===== config.mk =====
export PLATFORM = sky130hd
export DESIGN_NAME = axi_arbiter_2x1
export DESIGN_NICKNAME = d
export VERILOG_FILES = /design/src/rtl/axi_pkg.sv /design/src/rtl/rr_arb2.sv /design/src/rtl/axi_arbiter_2x1.sv
export SDC_FILE = /design/constraint.sdc
export NUM_CORES = 1
export LEC_CHECK = 0
export BUFFER_PORTS_ARGS = -buffer_cell sky130_fd_sc_hd__buf_2
export CORE_AREA = 5 5 296 298
export DETAILED_ROUTE_END_ITERATION = 8
export DIE_AREA = 0 0 301 303
export GPL_ROUTABILITY_DRIVEN = 0
export MAX_ROUTING_LAYER = met4
export PLACE_DENSITY = 0.3
export SETUP_SLACK_MARGIN = 0.1
export SLEW_MARGIN = 20
export SYNTH_ARGS = -nofsm -noshare
export SYNTH_HDL_FRONTEND = slang
export SYNTH_SLANG_ARGS = --single-unit

===== constraint.sdc =====
create_clock -name aclk -period 3.2 [get_ports aclk]
set_clock_uncertainty 0.05 [all_clocks]
set_input_delay 0.16 -clock aclk [delete_from_list [all_inputs] [get_ports aclk]]
set_output_delay 0.16 -clock aclk [all_outputs]
set_load 0.05 [all_outputs]

===== src/rtl/axi_pkg.sv =====
// Shared AXI encodings and arbiter FSM state types.
// Contents: response codes, burst codes, read/write FSM state enums.
package axi_pkg;

  localparam logic [1:0] RESP_OKAY   = 2'b00;
  localparam logic [1:0] RESP_EXOKAY = 2'b01;
  localparam logic [1:0] RESP_SLVERR = 2'b10;
  localparam logic [1:0] RESP_DECERR = 2'b11;

  localparam logic [1:0] BURST_FIXED = 2'b00;
  localparam logic [1:0] BURST_INCR  = 2'b01;
  localparam logic [1:0] BURST_WRAP  = 2'b10;

  typedef enum logic [1:0] {R_IDLE, R_ADDR, R_DATA} rd_state_t;
  typedef enum logic [1:0] {W_IDLE, W_XFER, W_RESP} wr_state_t;

endpackage


===== src/rtl/rr_arb2.sv =====
// Two-way round-robin pick.
// Ports: req_i[1:0] requests, last_grant_i master granted last time,
//        grant_o index of the winning master (meaningless when req_i == 0).
module rr_arb2 (
  input  logic [1:0] req_i,
  input  logic       last_grant_i,
  output logic       grant_o
);

  always_comb begin
    grant_o = 1'b0;
    case (req_i)
      2'b01:   grant_o = 1'b0;
      2'b10:   grant_o = 1'b1;
      2'b11:   grant_o = ~last_grant_i;
      default: grant_o = 1'b0;
    endcase
  end

endmodule


===== src/rtl/axi_arbiter_2x1.sv =====
// Two-master to one-slave AXI4 arbiter (M0 = fetch, M1 = load/store).
// Read and write paths are arbitrated independently, one outstanding
// transaction each, bursts carried whole, ID/len/size/burst passed through.
// Ports: aclk/aresetn (sync, active-low); m{0,1}_{ar,r,aw,w,b}* master side;
//        s_{ar,r,aw,w,b}* slave side.
//
// state  | meaning
// R_IDLE | no read in flight, waiting for any arvalid
// R_ADDR | AR of granted master forwarded to slave
// R_DATA | R beats routed to granted master until rlast
// W_IDLE | no write in flight, waiting for any awvalid
// W_XFER | AW and W of granted master forwarded together
// W_RESP | B routed to granted master
module axi_arbiter_2x1
  import axi_pkg::*;
#(
  parameter int ADDR_W = 32,
  parameter int DATA_W = 64,
  parameter int ID_W   = 4
) (
  input  logic              aclk,
  input  logic              aresetn,
  input  logic [ADDR_W-1:0] m0_araddr_i,   m1_araddr_i,
  input  logic [ID_W-1:0]   m0_arid_i,     m1_arid_i,
  input  logic [7:0]        m0_arlen_i,    m1_arlen_i,
  input  logic [2:0]        m0_arsize_i,   m1_arsize_i,
  input  logic [1:0]        m0_arburst_i,  m1_arburst_i,
  input  logic              m0_arvalid_i,  m1_arvalid_i,
  output logic              m0_arready_o,  m1_arready_o,
  output logic [DATA_W-1:0] m0_rdata_o,    m1_rdata_o,
  output logic [ID_W-1:0]   m0_rid_o,      m1_rid_o,
  output logic [1:0]        m0_rresp_o,    m1_rresp_o,
  output logic              m0_rlast_o,    m1_rlast_o,
  output logic              m0_rvalid_o,   m1_rvalid_o,
  input  logic              m0_rready_i,   m1_rready_i,
  input  logic [ADDR_W-1:0] m0_awaddr_i,   m1_awaddr_i,
  input  logic [ID_W-1:0]   m0_awid_i,     m1_awid_i,
  input  logic [7:0]        m0_awlen_i,    m1_awlen_i,
  input  logic [2:0]        m0_awsize_i,   m1_awsize_i,
  input  logic [1:0]        m0_awburst_i,  m1_awburst_i,
  input  logic              m0_awvalid_i,  m1_awvalid_i,
  output logic              m0_awready_o,  m1_awready_o,
  input  logic [DATA_W-1:0] m0_wdata_i,    m1_wdata_i,
  input  logic [DATA_W/8-1:0] m0_wstrb_i,  m1_wstrb_i,
  input  logic              m0_wlast_i,    m1_wlast_i,
  input  logic              m0_wvalid_i,   m1_wvalid_i,
  output logic              m0_wready_o,   m1_wready_o,
  output logic [ID_W-1:0]   m0_bid_o,      m1_bid_o,
  output logic [1:0]        m0_bresp_o,    m1_bresp_o,
  output logic              m0_bvalid_o,   m1_bvalid_o,
  input  logic              m0_bready_i,   m1_bready_i,
  output logic [ADDR_W-1:0] s_araddr_o,
  output logic [ID_W-1:0]   s_arid_o,
  output logic [7:0]        s_arlen_o,
  output logic [2:0]        s_arsize_o,
  output logic [1:0]        s_arburst_o,
  output logic              s_arvalid_o,
  input  logic              s_arready_i,
  input  logic [DATA_W-1:0] s_rdata_i,
  input  logic [ID_W-1:0]   s_rid_i,
  input  logic [1:0]        s_rresp_i,
  input  logic              s_rlast_i,
  input  logic              s_rvalid_i,
  output logic              s_rready_o,
  output logic [ADDR_W-1:0] s_awaddr_o,
  output logic [ID_W-1:0]   s_awid_o,
  output logic [7:0]        s_awlen_o,
  output logic [2:0]        s_awsize_o,
  output logic [1:0]        s_awburst_o,
  output logic              s_awvalid_o,
  input  logic              s_awready_i,
  output logic [DATA_W-1:0] s_wdata_o,
  output logic [DATA_W/8-1:0] s_wstrb_o,
  output logic              s_wlast_o,
  output logic              s_wvalid_o,
  input  logic              s_wready_i,
  input  logic [ID_W-1:0]   s_bid_i,
  input  logic [1:0]        s_bresp_i,
  input  logic              s_bvalid_i,
  output logic              s_bready_o
);

  logic [ADDR_W-1:0]   araddr [2], awaddr [2];
  logic [ID_W-1:0]     arid [2], awid [2];
  logic [7:0]          arlen [2], awlen [2];
  logic [2:0]          arsize [2], awsize [2];
  logic [1:0]          arburst [2], awburst [2];
  logic [DATA_W-1:0]   wdata [2];
  logic [DATA_W/8-1:0] wstrb [2];
  logic [1:0] arvalid, rready, awvalid, wvalid, wlast, bready;
  logic [1:0] arready, rvalid, awready, wready, bvalid;

  assign araddr  = '{m0_araddr_i,  m1_araddr_i};
  assign arid    = '{m0_arid_i,    m1_arid_i};
  assign arlen   = '{m0_arlen_i,   m1_arlen_i};
  assign arsize  = '{m0_arsize_i,  m1_arsize_i};
  assign arburst = '{m0_arburst_i, m1_arburst_i};
  assign awaddr  = '{m0_awaddr_i,  m1_awaddr_i};
  assign awid    = '{m0_awid_i,    m1_awid_i};
  assign awlen   = '{m0_awlen_i,   m1_awlen_i};
  assign awsize  = '{m0_awsize_i,  m1_awsize_i};
  assign awburst = '{m0_awburst_i, m1_awburst_i};
  assign wdata   = '{m0_wdata_i,   m1_wdata_i};
  assign wstrb   = '{m0_wstrb_i,   m1_wstrb_i};
  assign arvalid = {m1_arvalid_i, m0_arvalid_i};
  assign rready  = {m1_rready_i,  m0_rready_i};
  assign awvalid = {m1_awvalid_i, m0_awvalid_i};
  assign wvalid  = {m1_wvalid_i,  m0_wvalid_i};
  assign wlast   = {m1_wlast_i,   m0_wlast_i};
  assign bready  = {m1_bready_i,  m0_bready_i};

  rd_state_t rd_state_q, rd_state_d;
  wr_state_t wr_state_q, wr_state_d;
  logic rgrant_q, rgrant_d, wgrant_q, wgrant_d;
  // last_q = 1 after reset so a simultaneous first request goes to M0.
  logic rd_last_q, rd_last_d, wr_last_q, wr_last_d;
  logic aw_done_q, aw_done_d, w_done_q, w_done_d;
  logic rarb_grant, warb_grant, aw_hs, wl_hs;

  rr_arb2 u_rd_arb (.req_i(arvalid), .last_grant_i(rd_last_q), .grant_o(rarb_grant));
  rr_arb2 u_wr_arb (.req_i(awvalid), .last_grant_i(wr_last_q), .grant_o(warb_grant));

  always_ff @(posedge aclk) begin
    if (!aresetn) begin
      rd_state_q <= R_IDLE;
      wr_state_q <= W_IDLE;
      rgrant_q   <= 1'b0;
      wgrant_q   <= 1'b0;
      rd_last_q  <= 1'b1;
      wr_last_q  <= 1'b1;
      aw_done_q  <= 1'b0;
      w_done_q   <= 1'b0;
    end else begin
      rd_state_q <= rd_state_d;
      wr_state_q <= wr_state_d;
      rgrant_q   <= rgrant_d;
      wgrant_q   <= wgrant_d;
      rd_last_q  <= rd_last_d;
      wr_last_q  <= wr_last_d;
      aw_done_q  <= aw_done_d;
      w_done_q   <= w_done_d;
    end
  end

  always_comb begin
    rd_state_d  = rd_state_q;
    rgrant_d    = rgrant_q;
    rd_last_d   = rd_last_q;
    s_araddr_o  = '0;
    s_arid_o    = '0;
    s_arlen_o   = '0;
    s_arsize_o  = '0;
    s_arburst_o = '0;
    s_arvalid_o = 1'b0;
    s_rready_o  = 1'b0;
    arready     = '0;
    rvalid      = '0;
    case (rd_state_q)
      R_IDLE: begin
        if (|arvalid) begin
          rgrant_d   = rarb_grant;
          rd_state_d = R_ADDR;
        end
      end
      R_ADDR: begin
        s_araddr_o        = araddr[rgrant_q];
        s_arid_o          = arid[rgrant_q];
        s_arlen_o         = arlen[rgrant_q];
        s_arsize_o        = arsize[rgrant_q];
        s_arburst_o       = arburst[rgrant_q];
        s_arvalid_o       = arvalid[rgrant_q];
        arready[rgrant_q] = s_arready_i;
        if (s_arvalid_o && s_arready_i) rd_state_d = R_DATA;
      end
      R_DATA: begin
        s_rready_o       = rready[rgrant_q];
        rvalid[rgrant_q] = s_rvalid_i;
        if (s_rvalid_i && s_rready_o && s_rlast_i) begin
          rd_state_d = R_IDLE;
          rd_last_d  = rgrant_q;
        end
      end
      default: rd_state_d = R_IDLE;
    endcase
  end

  always_comb begin
    wr_state_d  = wr_state_q;
    wgrant_d    = wgrant_q;
    wr_last_d   = wr_last_q;
    aw_done_d   = aw_done_q;
    w_done_d    = w_done_q;
    aw_hs       = 1'b0;
    wl_hs       = 1'b0;
    s_awaddr_o  = '0;
    s_awid_o    = '0;
    s_awlen_o   = '0;
    s_awsize_o  = '0;
    s_awburst_o = '0;
    s_awvalid_o = 1'b0;
    s_wdata_o   = '0;
    s_wstrb_o   = '0;
    s_wlast_o   = 1'b0;
    s_wvalid_o  = 1'b0;
    s_bready_o  = 1'b0;
    awready     = '0;
    wready      = '0;
    bvalid      = '0;
    case (wr_state_q)
      W_IDLE: begin
        if (|awvalid) begin
          wgrant_d   = warb_grant;
          wr_state_d = W_XFER;
          aw_done_d  = 1'b0;
          w_done_d   = 1'b0;
        end
      end
      W_XFER: begin
        s_awaddr_o        = awaddr[wgrant_q];
        s_awid_o          = awid[wgrant_q];
        s_awlen_o         = awlen[wgrant_q];
        s_awsize_o        = awsize[wgrant_q];
        s_awburst_o       = awburst[wgrant_q];
        s_awvalid_o       = awvalid[wgrant_q] & ~aw_done_q;
        awready[wgrant_q] = s_awready_i & ~aw_done_q;
        s_wdata_o         = wdata[wgrant_q];
        s_wstrb_o         = wstrb[wgrant_q];
        s_wlast_o         = wlast[wgrant_q];
        // W is also fenced after wlast in case it completes before AW.
        s_wvalid_o        = wvalid[wgrant_q] & ~w_done_q;
        wready[wgrant_q]  = s_wready_i & ~w_done_q;
        aw_hs = s_awvalid_o & s_awready_i;
        wl_hs = s_wvalid_o & s_wready_i & s_wlast_o;
        if (aw_hs) aw_done_d = 1'b1;
        if (wl_hs) w_done_d = 1'b1;
        if ((aw_done_q || aw_hs) && (w_done_q || wl_hs)) wr_state_d = W_RESP;
      end
      W_RESP: begin
        s_bready_o       = bready[wgrant_q];
        bvalid[wgrant_q] = s_bvalid_i;
        if (s_bvalid_i && s_bready_o) begin
          wr_state_d = W_IDLE;
          wr_last_d  = wgrant_q;
          aw_done_d  = 1'b0;
          w_done_d   = 1'b0;
        end
      end
      default: wr_state_d = W_IDLE;
    endcase
  end

  logic r_sel0, r_sel1, b_sel0, b_sel1;
  assign r_sel0 = (rd_state_q == R_DATA) && !rgrant_q;
  assign r_sel1 = (rd_state_q == R_DATA) &&  rgrant_q;
  assign b_sel0 = (wr_state_q == W_RESP) && !wgrant_q;
  assign b_sel1 = (wr_state_q == W_RESP) &&  wgrant_q;

  assign m0_arready_o = arready[0];
  assign m1_arready_o = arready[1];
  assign m0_rvalid_o  = rvalid[0];
  assign m1_rvalid_o  = rvalid[1];
  assign m0_rdata_o   = r_sel0 ? s_rdata_i : '0;
  assign m1_rdata_o   = r_sel1 ? s_rdata_i : '0;
  assign m0_rid_o     = r_sel0 ? s_rid_i : '0;
  assign m1_rid_o     = r_sel1 ? s_rid_i : '0;
  assign m0_rresp_o   = r_sel0 ? s_rresp_i : '0;
  assign m1_rresp_o   = r_sel1 ? s_rresp_i : '0;
  assign m0_rlast_o   = r_sel0 & s_rlast_i;
  assign m1_rlast_o   = r_sel1 & s_rlast_i;
  assign m0_awready_o = awready[0];
  assign m1_awready_o = awready[1];
  assign m0_wready_o  = wready[0];
  assign m1_wready_o  = wready[1];
  assign m0_bvalid_o  = bvalid[0];
  assign m1_bvalid_o  = bvalid[1];
  assign m0_bid_o     = b_sel0 ? s_bid_i : '0;
  assign m1_bid_o     = b_sel1 ? s_bid_i : '0;
  assign m0_bresp_o   = b_sel0 ? s_bresp_i : '0;
  assign m1_bresp_o   = b_sel1 ? s_bresp_i : '0;

endmodule


==> results of run 1 <==
[per-layer routing]
layer | global-route usage, % | up-vias | wire length [um]
met2 | 17.30 | 443 | 23650
met1 | 11.55 | 3215 | 19520
li1 | - | 3616 | -
met5 | - | - | 0
met3 | 3.327 | 25 | 4584
met4 | 1.134 | 0 | 754
[path summary, 6_finish.rpt]
path | startpoint | end | slack [ns] | cells past startpoint
max reg2reg | wgrant_q$_SDFFE_PN0P_ | wr_state_q[1]$_SDFFE_PN0P_ | 1.21 | 5
max | wgrant_q$_SDFFE_PN0P_ | s_wvalid_o | 0.65 | 3
min | aresetn | rd_last_q$_SDFFE_PN1P_ | 0.18 | 2
min reg2reg | wr_last_q$_SDFFE_PN1P_ | wr_last_q$_SDFFE_PN1P_ | 0.43 | 2
[through the flow]
stage	total power [uW]	util, %	instance area (sq um)	cells
2_1_floorplan	1711	-	4277	638
3_3_place_gp	2642	11.25	9515	2517
3_5_place_dp	2639	11.25	9515	2517
4_1_cts	2938	11.35	9604	2521
5_1_grt	3029	11.41	9652	2540
6_report	2853	11.42	9659	2543
[registers in the layout, summed over array words and instances, names as in the netlist]
| name | count |
|---|---|
| rd_state_q | 2 |
| wr_state_q | 2 |
| aw_done_q | 1 |
| rd_last_q | 1 |
| rgrant_q | 1 |
| w_done_q | 1 |
| wgrant_q | 1 |
| wr_last_q | 1 |
[layout make-up]
type	instances	area [sq um]	share of cell area, %
multi-input cells	567	3789	39.22
inverters	3	11.26	0.1166
diodes	22	55.05	0.5699
clock buffers	4	88.84	0.9197
repair buffers	793	4076	42.20
flip-flops and latches	10	207.7	2.150
well taps	1144	1431	14.82
[power by group through the flow]
stage | sequential [uW] | clock (uW) | combinational, uW
2_1_floorplan | 143 | 0 | 1570
3_3_place_gp | 173 | 0 | 2470
3_5_place_dp | 171 | 0 | 2470
4_1_cts | 169 | 298 | 2470
5_1_grt | 172 | 304 | 2550
6_report | 168 | 281 | 2400
[logic make-up (layout without fill, tap and decap cells)]
logic type             count (synthesis)  after routing
buffers and inverters                 61            800
multiplexers                         178            178
flip-flops                            10             10
AND/OR/NAND/NOR                      378            378
AO/OA/AOI/OAI                         11             11
other                                  0             22
[cells in the mapped netlist (4+ instances only)]
cell type	instances
nand2_1	11
mux2i_1	176
buf_4	7
nor3_1	9
and2_1	153
and3_1	8
buf_1	4
buf_2	22
nor2b_1	6
clkbuf_1	23
dfxtp_1	10
nor2_1	179
==> results.sh, run 1 <==
export IMPL_synth_compound_area_share_pct=1.785
export IMPL_nNetsFinal=1814
export IMPL_critical_path_slowest_cell="dfxtp_4"
export IMPL_htreeDepth=1
export IMPL_synthAdderAreaFrac_pct=0
export IMPL_root_buffer="clkbuf_16"
export IMPL_worst_slack_ns=0.6498
export IMPL_grt_first_pass_wirelength_um=61790
export IMPL_synthMuxAreaShare_pct=41.72
export IMPL_num_fill_cells=10060
export IMPL_port_buffers=775
export IMPL_cts_sinks=10
export IMPL_synth_cell_types=30
export IMPL_synth_xor_area_share_pct=0
export IMPL_drtIter0Drc=342
export IMPL_cap_violations=0
export IMPL_cp_required_ns=2.99
export IMPL_synth_top_family_by_area="simple AND/OR/NAND/NOR gates"
export IMPL_start_kind="register"
export IMPL_max_freq_mhz=392.1
export IMPL_tns_ns=0
export IMPL_clk_latency_ns=0.26
export IMPL_cp_arrival_ns=2.34
export IMPL_slew_headroom_pct=39.01
export IMPL_routed_via_density=2.870
export IMPL_p_leak_uw=0.005119
export IMPL_path_class="reg2out"
export IMPL_final_hold_viol_count=0
export IMPL_synth_simple_area_share_pct=44.85
export IMPL_wire_per_inst_um=19.07
export IMPL_cpPeakStageDelay_ns=0.82
export IMPL_grt_use_total_pct=9.946
export IMPL_cts_buffers=3
export IMPL_ctsResizeCount=0
export IMPL_syn_area_sq_um=4277
export IMPL_synth_seq_cells=10
export IMPL_yosysSeqAreaShare_pct=4.681
export IMPL_final_layout_size_suffix_gt1_share_pct=58.61
export IMPL_worst_pin_slew_ns=0.9079
export IMPL_die_x_um=301
export IMPL_syn_nets=1074
export IMPL_gr_total_overflow=0
export IMPL_worstPathMaxFanout=45
export IMPL_clk_pin_slew_worst_paths_ns=0.05
export IMPL_cts_setup_buffers=0
export IMPL_cts_buffer_depth=2
export IMPL_status="finished clean"
export IMPL_finalCritPeriodShare_pct=79.69
export IMPL_first_global_vias=7602
export IMPL_ys_dominant_reg_cell="dfxtp_1"
export IMPL_setup_viol=0
export IMPL_postSynthAreaPerCell_sq_um=6.703
export IMPL_fin_hold_ws_ns=0.1786
export IMPL_swShare_pct=66.63
export IMPL_crit_path_end_kind="output pin"
export IMPL_min_period_ns=2.550
export IMPL_route_detailed_drc=0
export IMPL_hold_buffers=0
export IMPL_synth_area_top_cells="mux2i_1, and2_1, nor2_1, dfxtp_1, buf_2"
export IMPL_synth_top_area_share_pct=41.19
export IMPL_hold_path_class="in2reg"
export IMPL_num_rows=107
export IMPL_drv_slew=0
export IMPL_core_sq_um=84610
export IMPL_cp_top_family="flip-flops"
export IMPL_hpwl_um=44560
export IMPL_grt_start_max_net_pins=72
export IMPL_power_switching_uw=1901
export IMPL_p_int_uw=952.1
export IMPL_powerDensity_nw_per_um2=295.4
export IMPL_layout_common_cells="buf_2, nor2_1, mux2i_1"
export IMPL_cts_tree="built"
export IMPL_num_vias=7299
export IMPL_ios=776
export IMPL_initial_core_util_pct=5.054
export IMPL_first_pass_iters=4
export IMPL_final_common_cell="buf_2"
export IMPL_yosysWarnings=0
export IMPL_rsz0062_at_grt="false"
export IMPL_area_delta_synth_final_pct=125.9
export IMPL_worst_path_buf_inv=1
export IMPL_syn_inst=638
export IMPL_dieArea_sq_um=91200
export IMPL_wl_um=48510
export IMPL_ant_nets=0
export IMPL_power_frac_clock_pct=9.9
export IMPL_vdd_ir_drop_max_mv=0.1396
export IMPL_pre_cts_ws_ns=0.7548
export IMPL_synth_edf_count=0
export IMPL_cp_cell_sequence="mux2i_1 > nor3_1 > buf_2"
export IMPL_synthArstFlopShare_pct=0
export IMPL_chipHeight_um=303
export IMPL_combPwrFrac_pct=84.2
export IMPL_synth_top_area_cell="mux2i_1"
export IMPL_pwr_share_seq_pct=5.9
export IMPL_antenna_found_initial=32
(Power assumes the default switching activity.)
==> run 2: changes to the inputs <==
- CORE_AREA: 5 5 296 298 -> 5 5 297 299
- DIE_AREA: 0 0 301 303 -> 0 0 302 304
- clock period: 3.2 -> 2.25 ns (I/O delays scaled with it)
==> run 2 against run 1 <==
Critical path depth up 2. First-iteration DRC count down 24%. Clock power up 42%. Via count up 1.9%. Register-to-register slack worse by 0.66 ns. Power up 49%. Count of clock-buffer cells in the layout unchanged. Flip-flop and latch count unchanged. Die area up 0.66%. Hold slack worse by 0.041 ns. Combinational power up 51%. Global-route usage up 1.5 points. Critical path type unchanged. Critical endpoint is now s_wstrb_o[2].
==> results.sh, run 2 (synthesized netlist as in run 1, its figures left out) <==
export IMPL_final_layout_size_suffix_gt1_share_pct=59.90
export IMPL_wire_per_inst_um=21.57
export IMPL_powerDensity_nw_per_um2=422.7
export IMPL_grt_use_total_pct=11.48
export IMPL_finalCritPeriodShare_pct=93.58
export IMPL_core_sq_um=84880
export IMPL_total_power_uw=4241
export IMPL_wl_um=54890
export IMPL_final_common_cell="buf_2"
export IMPL_dieArea_sq_um=91810
export IMPL_start_kind="register"
export IMPL_first_pass_iters=4
export IMPL_num_fill_cells=10190
export IMPL_antenna_found_initial=28
export IMPL_layout_common_cells="buf_2, nor2_1, mux2i_1"
export IMPL_hold_path_class="in2reg"
export IMPL_grt_first_pass_wirelength_um=70580
export IMPL_status="finished clean"
export IMPL_hold_buffers=0
export IMPL_min_period_ns=2.106
export IMPL_setup_viol=0
export IMPL_final_hold_viol_count=0
export IMPL_nNetsFinal=1831
export IMPL_first_global_vias=7856
export IMPL_vdd_ir_drop_max_mv=0.1805
export IMPL_hpwl_um=50900
export IMPL_route_detailed_drc=0
export IMPL_root_buffer="clkbuf_16"
export IMPL_die_x_um=302
export IMPL_cp_required_ns=2.09
export IMPL_num_rows=107
export IMPL_crit_path_end_kind="output pin"
export IMPL_cts_sinks=10
export IMPL_p_leak_uw=0.005278
export IMPL_drv_slew=0
export IMPL_seq_area_sq_um=209.0
export IMPL_drtIter0Drc=260
export IMPL_port_buffers=775
export IMPL_cp_arrival_ns=1.94
export IMPL_num_vias=7436
export IMPL_routed_via_density=2.922
export IMPL_clk_pin_slew_worst_paths_ns=0.05
export IMPL_final_core_util_pct=11.82
export IMPL_pre_cts_ws_ns=0.2389
export IMPL_cap_violations=0
export IMPL_cts_buffers=3
export IMPL_slew_headroom_pct=57.59
export IMPL_initial_core_util_pct=5.038
export IMPL_worst_slack_ns=0.1444
export IMPL_tns_ns=0
export IMPL_path_class="reg2out"
export IMPL_cts_setup_buffers=0
export IMPL_ios=776
export IMPL_area_delta_synth_final_pct=134.6
export IMPL_max_freq_mhz=474.9
export IMPL_htreeDepth=1
export IMPL_cts_tree="built"
export IMPL_chipHeight_um=304
export IMPL_grt_start_max_net_pins=73
export IMPL_worst_pin_slew_ns=0.6313
export IMPL_rsz0062_at_grt="true"
export IMPL_gr_total_overflow=0
export IMPL_multi_input_area_sq_um=3839
export IMPL_ant_nets=0
export IMPL_worstPathMaxFanout=48
export IMPL_cts_buffer_depth=2
export IMPL_clk_latency_ns=0.26
export IMPL_largest_registers="rd_state_q x2, wr_state_q x2"
run 2: changes by cell type in the layout (fill, tap and decap cells not counted), moves of 2 or more:
| cell | before | now |
|---|---|---|
| clkbuf_4 | 0 | 2 |
| mux2i_2 | 0 | 7 |
| diode_2 | 22 | 7 |
| nor4b_1 | 2 | 0 |
| buf_12 | 5 | 20 |
| buf_4 | 13 | 24 |
| nor4b_2 | 0 | 2 |
| buf_2 | 775 | 762 |
| mux2i_1 | 176 | 169 |
run 2: worst max-delay path: stages, from the launching register on:
cell     delay [ns]
dfxtp_4        0.37
buf_12         0.16
buf_12         0.30
mux2i_1        0.47
nor2_1         0.09
buf_2          0.23
run 2: layout make-up:
cell class,count,area share [%]
multi-input cells,568,38.26
repair buffers,809,44.22
flip-flops and latches,10,2.083
diodes,7,0.1746
inverters,3,0.1122
well taps,1144,14.27
clock buffers,4,0.8854
run 2: timing repair:
| item | CTS | global route |
|---|---|---|
| gates resized for setup | 4 | 9 |
| cloned | 1 | 0 |
| endpoints found under the hold margin | 0 | 0 |
| setup endpoints to repair | 10 | 8 |
run 2: final timing paths:
kind	startpoint	to	slack (ns)	depth (start not counted)
min reg2reg	wr_last_q$_SDFFE_PN1P_	wr_last_q$_SDFFE_PN1P_	0.44	2
min	m1_arvalid_i	rgrant_q$_SDFFE_PN0P_	0.14	3
max	wgrant_q$_SDFFE_PN0P_	s_wstrb_o[2]	0.14	5
max reg2reg	rgrant_q$_SDFFE_PN0P_	rd_last_q$_SDFFE_PN1P_	0.55	5
run 2: power breakdown:
part           internal (uW)  switching [uW]
clock                    271             129
sequential               189            32.1
combinational           1020            2600
run 2: metal layers:
metal	track usage (%)	vias up	part of all wire (%)	wire length, um
li1	-	3615	-	-
met2	20.30	484	49	26950
met4	1.183	0	1.3	714
met1	13.82	3283	42	23130
met3	2.533	54	7.4	4084
met5	-	-	0	0
run 2: metrics by stage:
| stage | area, sq um | instances | hold WS [ns] |
|---|---|---|---|
| after CTS | 9986 | 2538 | 0.1218 |
| final | 10030 | 2545 | 0.1379 |
| after global placement | 9873 | 2533 | 0.4086 |
| after floorplan | 4289 | 638 | 0.2434 |
| after detailed placement | 9873 | 2533 | 0.3994 |
| after global routing | 10020 | 2541 | 0.1532 |
